===== src/rtl/panel_pkg.sv =====
// Shared definitions for the 74LV165 front-panel scanner: FSM encoding and
// default geometry / timing parameters.
package panel_pkg;

  localparam logic [1:0] IDLE   = 2'd0;
  localparam logic [1:0] LOAD   = 2'd1;
  localparam logic [1:0] SHIFT  = 2'd2;
  localparam logic [1:0] UPDATE = 2'd3;

  typedef enum logic [1:0] {
    ST_IDLE   = IDLE,
    ST_LOAD   = LOAD,
    ST_SHIFT  = SHIFT,
    ST_UPDATE = UPDATE
  } state_e;

  localparam int PNL_CHAINS = 5;
  localparam int PNL_BITS   = 16;
  localparam int PNL_DIV    = 4;
  localparam int PNL_DEB    = 3;

endpackage


===== src/rtl/panel_deb_cell.sv =====
// One panel bit: DEB-deep frame history, debounced level and edge pulses.
// The history is updated and judged on the same commit strobe.
module panel_deb_cell
  import panel_pkg::*;
#(
  parameter int DEB = PNL_DEB
) (
  input  logic clk,
  input  logic reset,
  input  logic commit,
  input  logic raw,
  output logic level,
  output logic rise,
  output logic fall
);

  logic [DEB-1:0] hist_q, hist_d;
  logic           level_q, level_d;
  logic           rise_q, rise_d;
  logic           fall_q, fall_d;

  // Push the new frame and change level only when every stored frame agrees.
  always_comb begin
    hist_d  = hist_q;
    level_d = level_q;
    rise_d  = 1'b0;
    fall_d  = 1'b0;
    if (commit) begin
      hist_d = (hist_q << 1'b1) | DEB'(raw);
      if ((&hist_d) && !level_q) begin
        level_d = 1'b1;
        rise_d  = 1'b1;
      end else if (!(|hist_d) && level_q) begin
        level_d = 1'b0;
        fall_d  = 1'b1;
      end else begin
        level_d = level_q;
      end
    end else begin
      hist_d = hist_q;
    end
  end

  // State registers.
  always_ff @(posedge clk or posedge reset) begin
    if (reset) begin
      hist_q  <= {DEB{1'b0}};
      level_q <= 1'b0;
      rise_q  <= 1'b0;
      fall_q  <= 1'b0;
    end else begin
      hist_q  <= hist_d;
      level_q <= level_d;
      rise_q  <= rise_d;
      fall_q  <= fall_d;
    end
  end

  assign level = level_q;
  assign rise  = rise_q;
  assign fall  = fall_q;

endmodule


===== src/rtl/panel_scan_74lv165.sv =====
// Scans CHAINS parallel 74LV165 chains MSB first, then commits each frame
// into an array of debounce cells.
module panel_scan_74lv165
  import panel_pkg::*;
#(
  parameter int CHAINS = PNL_CHAINS,
  parameter int BITS   = PNL_BITS,
  parameter int DIV    = PNL_DIV,
  parameter int DEB    = PNL_DEB
) (
  input  logic                     clk,
  input  logic                     reset,
  input  logic                     enable,
  output logic                     RCLK,
  output logic                     SH_LDn,
  input  logic [CHAINS-1:0]        QH,
  output logic [CHAINS*BITS-1:0]   level,
  output logic [CHAINS*BITS-1:0]   rise,
  output logic [CHAINS*BITS-1:0]   fall,
  output logic                     frame_done,
  output logic                     busy
);

  localparam int NB    = CHAINS * BITS;
  localparam int CNT_W = $clog2(2 * DIV);
  localparam int BIT_W = $clog2(BITS + 1);
  localparam logic [CNT_W-1:0] LOW_LAST = CNT_W'(DIV - 1);
  localparam logic [CNT_W-1:0] PER_LAST = CNT_W'(2 * DIV - 1);
  localparam logic [BIT_W-1:0] BIT_LAST = BIT_W'(BITS - 1);

  state_e                       state_q, state_d;
  logic [CNT_W-1:0]             cnt_q, cnt_d;
  logic [BIT_W-1:0]             bit_q, bit_d;
  logic [CHAINS-1:0][BITS-1:0]  sreg_q, sreg_d;
  logic                         rclk_q, rclk_d;
  logic                         sh_ld_n_q, sh_ld_n_d;
  logic                         busy_q, busy_d;
  logic                         frame_done_q, frame_done_d;
  logic                         commit_s;
  logic [NB-1:0]                raw_s;

  // Next-state, counters and sampling; outputs derive from the next state so
  // that the registered pins line up with the state they belong to.
  always_comb begin
    state_d = state_q;
    cnt_d   = cnt_q;
    bit_d   = bit_q;
    sreg_d  = sreg_q;
    case (state_q)
      ST_IDLE: begin
        if (enable) begin
          state_d = ST_LOAD;
          cnt_d   = {CNT_W{1'b0}};
        end else begin
          state_d = ST_IDLE;
        end
      end
      ST_LOAD: begin
        if (cnt_q == LOW_LAST) begin
          state_d = ST_SHIFT;
          cnt_d   = {CNT_W{1'b0}};
          bit_d   = {BIT_W{1'b0}};
        end else begin
          cnt_d = cnt_q + CNT_W'(1);
        end
      end
      ST_SHIFT: begin
        for (int c = 0; c < CHAINS; c++) begin
          if (cnt_q == LOW_LAST) begin
            sreg_d[c] = (sreg_q[c] << 1'b1) | BITS'(QH[c]);
          end else begin
            sreg_d[c] = sreg_q[c];
          end
        end
        if (cnt_q == PER_LAST) begin
          cnt_d = {CNT_W{1'b0}};
          if (bit_q == BIT_LAST) begin
            state_d = ST_UPDATE;
          end else begin
            bit_d = bit_q + BIT_W'(1);
          end
        end else begin
          cnt_d = cnt_q + CNT_W'(1);
        end
      end
      ST_UPDATE: begin
        cnt_d = {CNT_W{1'b0}};
        if (enable) begin
          state_d = ST_LOAD;
        end else begin
          state_d = ST_IDLE;
        end
      end
      default: begin
        state_d = ST_IDLE;
      end
    endcase
    sh_ld_n_d    = (state_d != ST_LOAD);
    rclk_d       = (state_d == ST_SHIFT) && (cnt_d > LOW_LAST);
    busy_d       = (state_d != ST_IDLE);
    frame_done_d = (state_q == ST_UPDATE);
  end

  // FSM and output registers.
  always_ff @(posedge clk or posedge reset) begin
    if (reset) begin
      state_q      <= ST_IDLE;
      cnt_q        <= {CNT_W{1'b0}};
      bit_q        <= {BIT_W{1'b0}};
      sreg_q       <= {NB{1'b0}};
      rclk_q       <= 1'b0;
      sh_ld_n_q    <= 1'b1;
      busy_q       <= 1'b0;
      frame_done_q <= 1'b0;
    end else begin
      state_q      <= state_d;
      cnt_q        <= cnt_d;
      bit_q        <= bit_d;
      sreg_q       <= sreg_d;
      rclk_q       <= rclk_d;
      sh_ld_n_q    <= sh_ld_n_d;
      busy_q       <= busy_d;
      frame_done_q <= frame_done_d;
    end
  end

  assign commit_s   = (state_q == ST_UPDATE);
  assign raw_s      = sreg_q;
  assign RCLK       = rclk_q;
  assign SH_LDn     = sh_ld_n_q;
  assign busy       = busy_q;
  assign frame_done = frame_done_q;

  for (genvar i = 0; i < NB; i++) begin : g_cell
    panel_deb_cell #(.DEB(DEB)) u_cell (
      .clk    (clk),
      .reset  (reset),
      .commit (commit_s),
      .raw    (raw_s[i]),
      .level  (level[i]),
      .rise   (rise[i]),
      .fall   (fall[i])
    );
  end

endmodule


===== config.mk =====
export PLATFORM = sky130hd
export DESIGN_NAME = panel_scan_74lv165
export DESIGN_NICKNAME = d
export VERILOG_FILES = /design/src/rtl/panel_pkg.sv /design/src/rtl/panel_deb_cell.sv /design/src/rtl/panel_scan_74lv165.sv
export SDC_FILE = /design/constraint.sdc
export NUM_CORES = 1
export LEC_CHECK = 0
export ABC_AREA = 1
export CAP_MARGIN = 20
export CORE_ASPECT_RATIO = 0.75
export CORE_MARGIN = 2
export CORE_UTILIZATION = 51
export CTS_CLUSTER_DIAMETER = 150
export DETAILED_ROUTE_END_ITERATION = 8
export PLACE_DENSITY_LB_ADDON = 0.1
export RECOVER_POWER = 50
export SLEW_MARGIN = 20
export SYNTH_ARGS = -nofsm -noshare
export SYNTH_HDL_FRONTEND = slang
export SYNTH_SLANG_ARGS = --single-unit

===== constraint.sdc =====
create_clock -name clk -period 16.8 [get_ports clk]
set_clock_uncertainty 0.1 [all_clocks]
set_input_delay 3.36 -clock clk [delete_from_list [all_inputs] [get_ports clk]]
set_output_delay 3.36 -clock clk [all_outputs]
set_load 0.05 [all_outputs]

==> impl_metrics.json <==
{
  "post_cts_buffers": 0,
  "synthDistinctLibCells": 25,
  "path_max_fanout": 167,
  "period_minus_slack_ns": 9.25,
  "synthesis.nets": 2175,
  "clockRootBuffer": "clkbuf_16",
  "die_w_um": 238,
  "drive_gt1_share_pct": 4.08,
  "die_h_um": 180,
  "yosysTopAreaCellShare_pct": 58.7,
  "worstMarginPinSlew_ns": 5.07,
  "cts-htree-levels": 2,
  "p_per_area_nw_per_um2": 98.8,
  "drv_cap": 8,
  "num_rows": 64,
  "io_buffers": 251,
  "clkTransAtPathRegs_ns": 0.06,
  "fin_ws_ns": 7.55,
  "dp_hpwl_mm": 26.4,
  "ys_ff_latch": 494,
  "cts_sinks": 494,
  "io_pins": 252,
  "period_share_pct": 55.0,
  "post-route-drc-count": 0,
  "busiest_layer": "met2",
  "dieArea_um2": 42900,
  "finalSetupViolCount": 0,
  "dp_slack_ns": 9.86,
  "cp-start-kind": "flip-flop",
  "hold_ws_ns": 0.362,
  "avgSynthCellArea_um2": 9.75,
  "ir_drop_mv": 0.0801,
  "layout.nets": 2165,
  "met1_usage_pct": 28.4,
  "detail_route.wl_per_cell_um": 15.1,
  "finalCoreUtilization_pct": 57.1,
  "drtAntennaViolNets": 0,
  "synthCells": 2157,
  "hold_path.class": "reg2reg",
  "hold_depth": 1,
  "rsz0062_at_grt": "no",
  "yosys_warnings": 0,
  "area_growth_pct": 10.6,
  "syn_area_um2": 21000,
  "hp-start": "g_cell[13].u_cell.level",
  "slew_viol_final": 777,
  "drt_wl_total_mm": 40.9,
  "setup-tns-final_ns": 0,
  "worstRegToRegCells": 5,
  "required_ns": 17.14,
  "grt_overflow": 0,
  "met2_usage_pct": 30.3,
  "first_iter_violations": 901,
  "crit_type": "reg2reg",
  "first_pass_iters": 5,
  "grt_max_degree": 168,
  "ys_seq_area_share_pct": 58.8,
  "critPathLaunch": "state_q[0]",
  "worstReg2RegStart": "state_q[0]",
  "gp_congestion": 0.785,
  "power_uw": 2300,
  "violations": "max-capacitance violations, max-slew violations",
  "cts_hold_buf": 0,
  "layout_commonest_cell": "dfrtp_1",
  "antenna_found_initial": 0,
  "crit_arrival_ns": 9.59,
  "worstSkewPairLatency_ns": 0.56,
  "yosys.area.top_type": "dfrtp_1",
  "antenna_cells": 0,
  "start_util_pct": 51.6,
  "synthTopCellsByArea": "dfrtp_1 59%, buf_4 8.9%, o21ai_0 8.4%",
  "cts_tree": "done",
  "grt_use_met3_pct": 4.18,
  "final_cell_mix": "493 x dfrtp_1, 356 x o21ai_0, 312 x inv_1",
  "vias": 13565,
  "status": "finished with violations",
  "grt_pass1_wl_mm": 68.2,
  "finalHoldViolCount": 0,
  "first_global_vias": 13072,
  "core_um2": 40800,
  "avgViaCountPerCell": 5.00,
  "cts_buffers": 49,
  "fmax_mhz": 108,
  "crit_path_end_kind": "flip-flop",
  "leakagePower_uw": 0.0103,
  "maxSlewHeadroom_pct": -239,
  "cts_buffer_depth": 3,
  "grtUsageTotal_pct": 19.6,
  "cts_resized": 0
}
==> Yosys cell counts <==
cell and number:
nand4_1 66, inv_1 313, o21ai_1 5, nor2_1 109, o21bai_1 13, dfstp_2 1
o21a_1 9, buf_6 11, inv_4 1, o21ai_0 351, nand2_1 271, nand3b_1 5
nor4_1 1, nor3_1 17, buf_4 249, buf_2 30, clkbuf_1 33, a21oi_1 11
nor3_2 65, nand3_1 87, o2bb2ai_1 1, or2_2 1, nand2_2 4, ha_1 10
dfrtp_1 493
==> critical path, cell delays in order, from the launching register on <==
cell        delay, ns
dfrtp_1          0.39
ha_1             1.57
clkinvlp_2       4.95
buf_6            1.62
nor3_1           0.37
nor2_1           0.09
==> stage by stage <==
step	cells	area [um2]
6_report	2711	23300
3_3_place_gp	2624	22100
3_5_place_dp	2624	22100
2_1_floorplan	2157	21000
5_1_grt	2711	23300
4_1_cts	2711	23600
==> metal layers <==
metal,part of all wire [%],routed length (um)
met3,5.2,2140
met4,2.0,802
met2,45,18400
met5,0,0
met1,48,19600
==> final timing paths <==
check,endpoint,slack [ns]
setup / recovery,g_cell[65].u_cell.level,7.55
hold / removal,g_cell[13].u_cell.rise,0.36
setup reg to reg,g_cell[65].u_cell.level,7.55
hold reg to reg,g_cell[13].u_cell.rise,0.36
max in group asynchronous,g_cell[18].u_cell.rise,8.80
min in group asynchronous,g_cell[55].u_cell.rise,3.43
==> report_power, final <==
group,internal (uW),switching [uW],leakage [uW]
sequential,1190,4.24,0.00680
clock,619,449,0.000771
combinational,4.87,27.7,0.00267
==> area by class of cell <==
class	instances	area, um2
tap	528	661
clock inverter	10	81.3
multi-input combinational	1026	4910
sequential	494	12400
timing repair buffer	262	2580
clock buffer	77	1480
fill	3435	17500
inverter	314	1180
==> sequential cells by signal (all words and copies together), names as in the netlist, 2 cells and up <==
| register | flops |
|---|---|
| bit_q | 5 |
| g_cell.u_cell.rise | 80 |
| state_q | 2 |
| raw_s | 80 |
| g_cell.u_cell.hist_q | 160 |
| g_cell.u_cell.fall | 80 |
| cnt_q | 3 |
| g_cell.u_cell.level | 80 |
==> cell families after synthesis <==
group,synth area share [%]
AOI/OAI and AO/OA,9.56
adders and majority gates,0.595
buffers and inverters,16.4
DFF,58.8
and+or+nand+nor,14.7
(Power assumes the default switching activity.)
==> patch, RTL diff (same settings) <==
Change the package constant `PNL_BITS` from 16 to 8.
--- a/src/rtl/panel_pkg.sv
+++ b/src/rtl/panel_pkg.sv
@@ -15,7 +15,7 @@
   } state_e;
 
   localparam int PNL_CHAINS = 5;
-  localparam int PNL_BITS   = 16;
+  localparam int PNL_BITS   = 8;
   localparam int PNL_DIV    = 4;
   localparam int PNL_DEB    = 3;
 
Ports: changed (resized fall, level and rise); port bits go from 252 to 132. The function was not compared with the original's and may differ.
==> patch against the unedited design <==
- the flow still finishes with violations (capacitance limit, slew limit)
- hold slack got worse by 0.012 ns
- cell area decreased by 50%
- largest power group unchanged
- non-clock buffer count decreased by 127
- routed wire length decreased by 55%
- sequential cell count decreased by 241
- critical path depth decreased by 1
- total power decreased by 50%
- synthesized area decreased by 50%
- worst setup slack improved by 0.79 ns
==> patch: results (changes against the unedited design) <==
- HPWL Detailed: 11.85 mm (-55%)
- Failing checks: capacitance limit, slew limit
- Critical Path AT: 8.91 ns (-0.68 ns)
- Worst-skew pair later-pin latency: 0.51 ns (-0.05 ns)
- Static leakage: 5.208 nW (-49%)
- Post-CTS Resized: 0 (unchanged)
- Post-Synthesis Mean Instance Area: 10.00 sq um (+2.6%)
- R2r setup slk: 11.09 ns (+3.54 ns)
- Sequential element share of the synthesized area: 0.5985 (+0.01071)
- WL per Instance: 13.82 um (-8.5%)
- Relative slew slack: -2.806 (-0.4211)
- DP Cell Count: 1,300 (-50%)
- GP Congestion: 0.7651 (-2.6%)
- Status: complete, but fails checks
- Top post-synthesis cells by count: dfrtp_1 (252), inv_1 (146), nand2_1 (142)
- Synth top area cells: dfrtp_1 (60%), buf_4 (8.9%), inv_1 (5.2%), nand2_1 (5.0%), o21ai_0 (4.5%)
- H-tree Lvls: 1 (-1)
- First-pass GRT wire length: 30.71 mm (-55%)
- Worst slack, placed: 10.47 ns (+0.6082 ns)
- Port Buffers: 131 (-48%)
- CTS buffer count: 25 (-49%)
- Number of fillers in the final layout: 1,742 (-49%)
- Slew Limit Fails: 359 (-54%)
- RR Endpoint: g_cell[17].u_cell.level
- Largest net degree at the start of global routing: 135 (-20%)
- GRT Overall Usage: 0.1733 (-0.02246)
- Syn_nets: 1,075 (-51%)
- Max reg flops: 80 (-50%)
- Area post-placement: 11,200 sq um (-49%)
- Drt initial violations: 466 (-48%)
- Max-Cap Viols: 4 (-4)
- Vias in the first global route: 6,140 (-53%)
- Routed via count: 6,632 (-51%)
-- patch: kinds of logic after synthesis --
group,synth area share
DFF,0.5985
and+or+nand+nor,0.1535
buffers and inverters,0.1553
adders and majority gates,0.01064
AOI/OAI and AO/OA,0.08207
-- patch: worst min-delay path by stage --
stage                       startpoint                endpoint  slack [ns]
6_report        g_cell[2].u_cell.level   g_cell[2].u_cell.rise        0.35
5_1_grt         g_cell[2].u_cell.level   g_cell[2].u_cell.rise        0.38
4_1_cts         g_cell[2].u_cell.level   g_cell[2].u_cell.rise        0.35
3_5_place_dp    g_cell[2].u_cell.level   g_cell[2].u_cell.rise        0.35
3_3_place_gp    g_cell[5].u_cell.level   g_cell[5].u_cell.rise        0.34
2_1_floorplan  g_cell[29].u_cell.level  g_cell[29].u_cell.rise        0.32
-- patch: layer usage --
metal	global-route usage	up-vias	share of wire	wire [um]
li1	-	3295	-	-
met1	0.2599	3175	0.50	9315
met2	0.2609	140	0.43	7989
met3	0.03906	22	0.052	971
met4	0.03771	0	0.015	285
met5	0	-	0	0
-- patch: final cells by class --
cell class / instances / area [sq um] / area share
clock buffers: 39 / 738.2 / 0.06299
clock inverters: 4 / 22.52 / 0.001922
inverters: 152 / 571.8 / 0.04879
multi-input cells: 502 / 2397 / 0.2046
flip-flops and latches: 253 / 6332 / 0.5404
well taps: 258 / 322.8 / 0.02755
repair buffers: 135 / 1334 / 0.1138
-- patch: where the power goes --
| group | switching, W | leakage [nW] | internal (W) |
|---|---|---|---|
| logic | 0.0000148 | 1.41 | 0.00000349 |
| clock network | 0.000221 | 0.373 | 0.000300 |
| registers | 0.00000507 | 3.42 | 0.000614 |
| total | 0.000241 | 5.21 | 0.000917 |
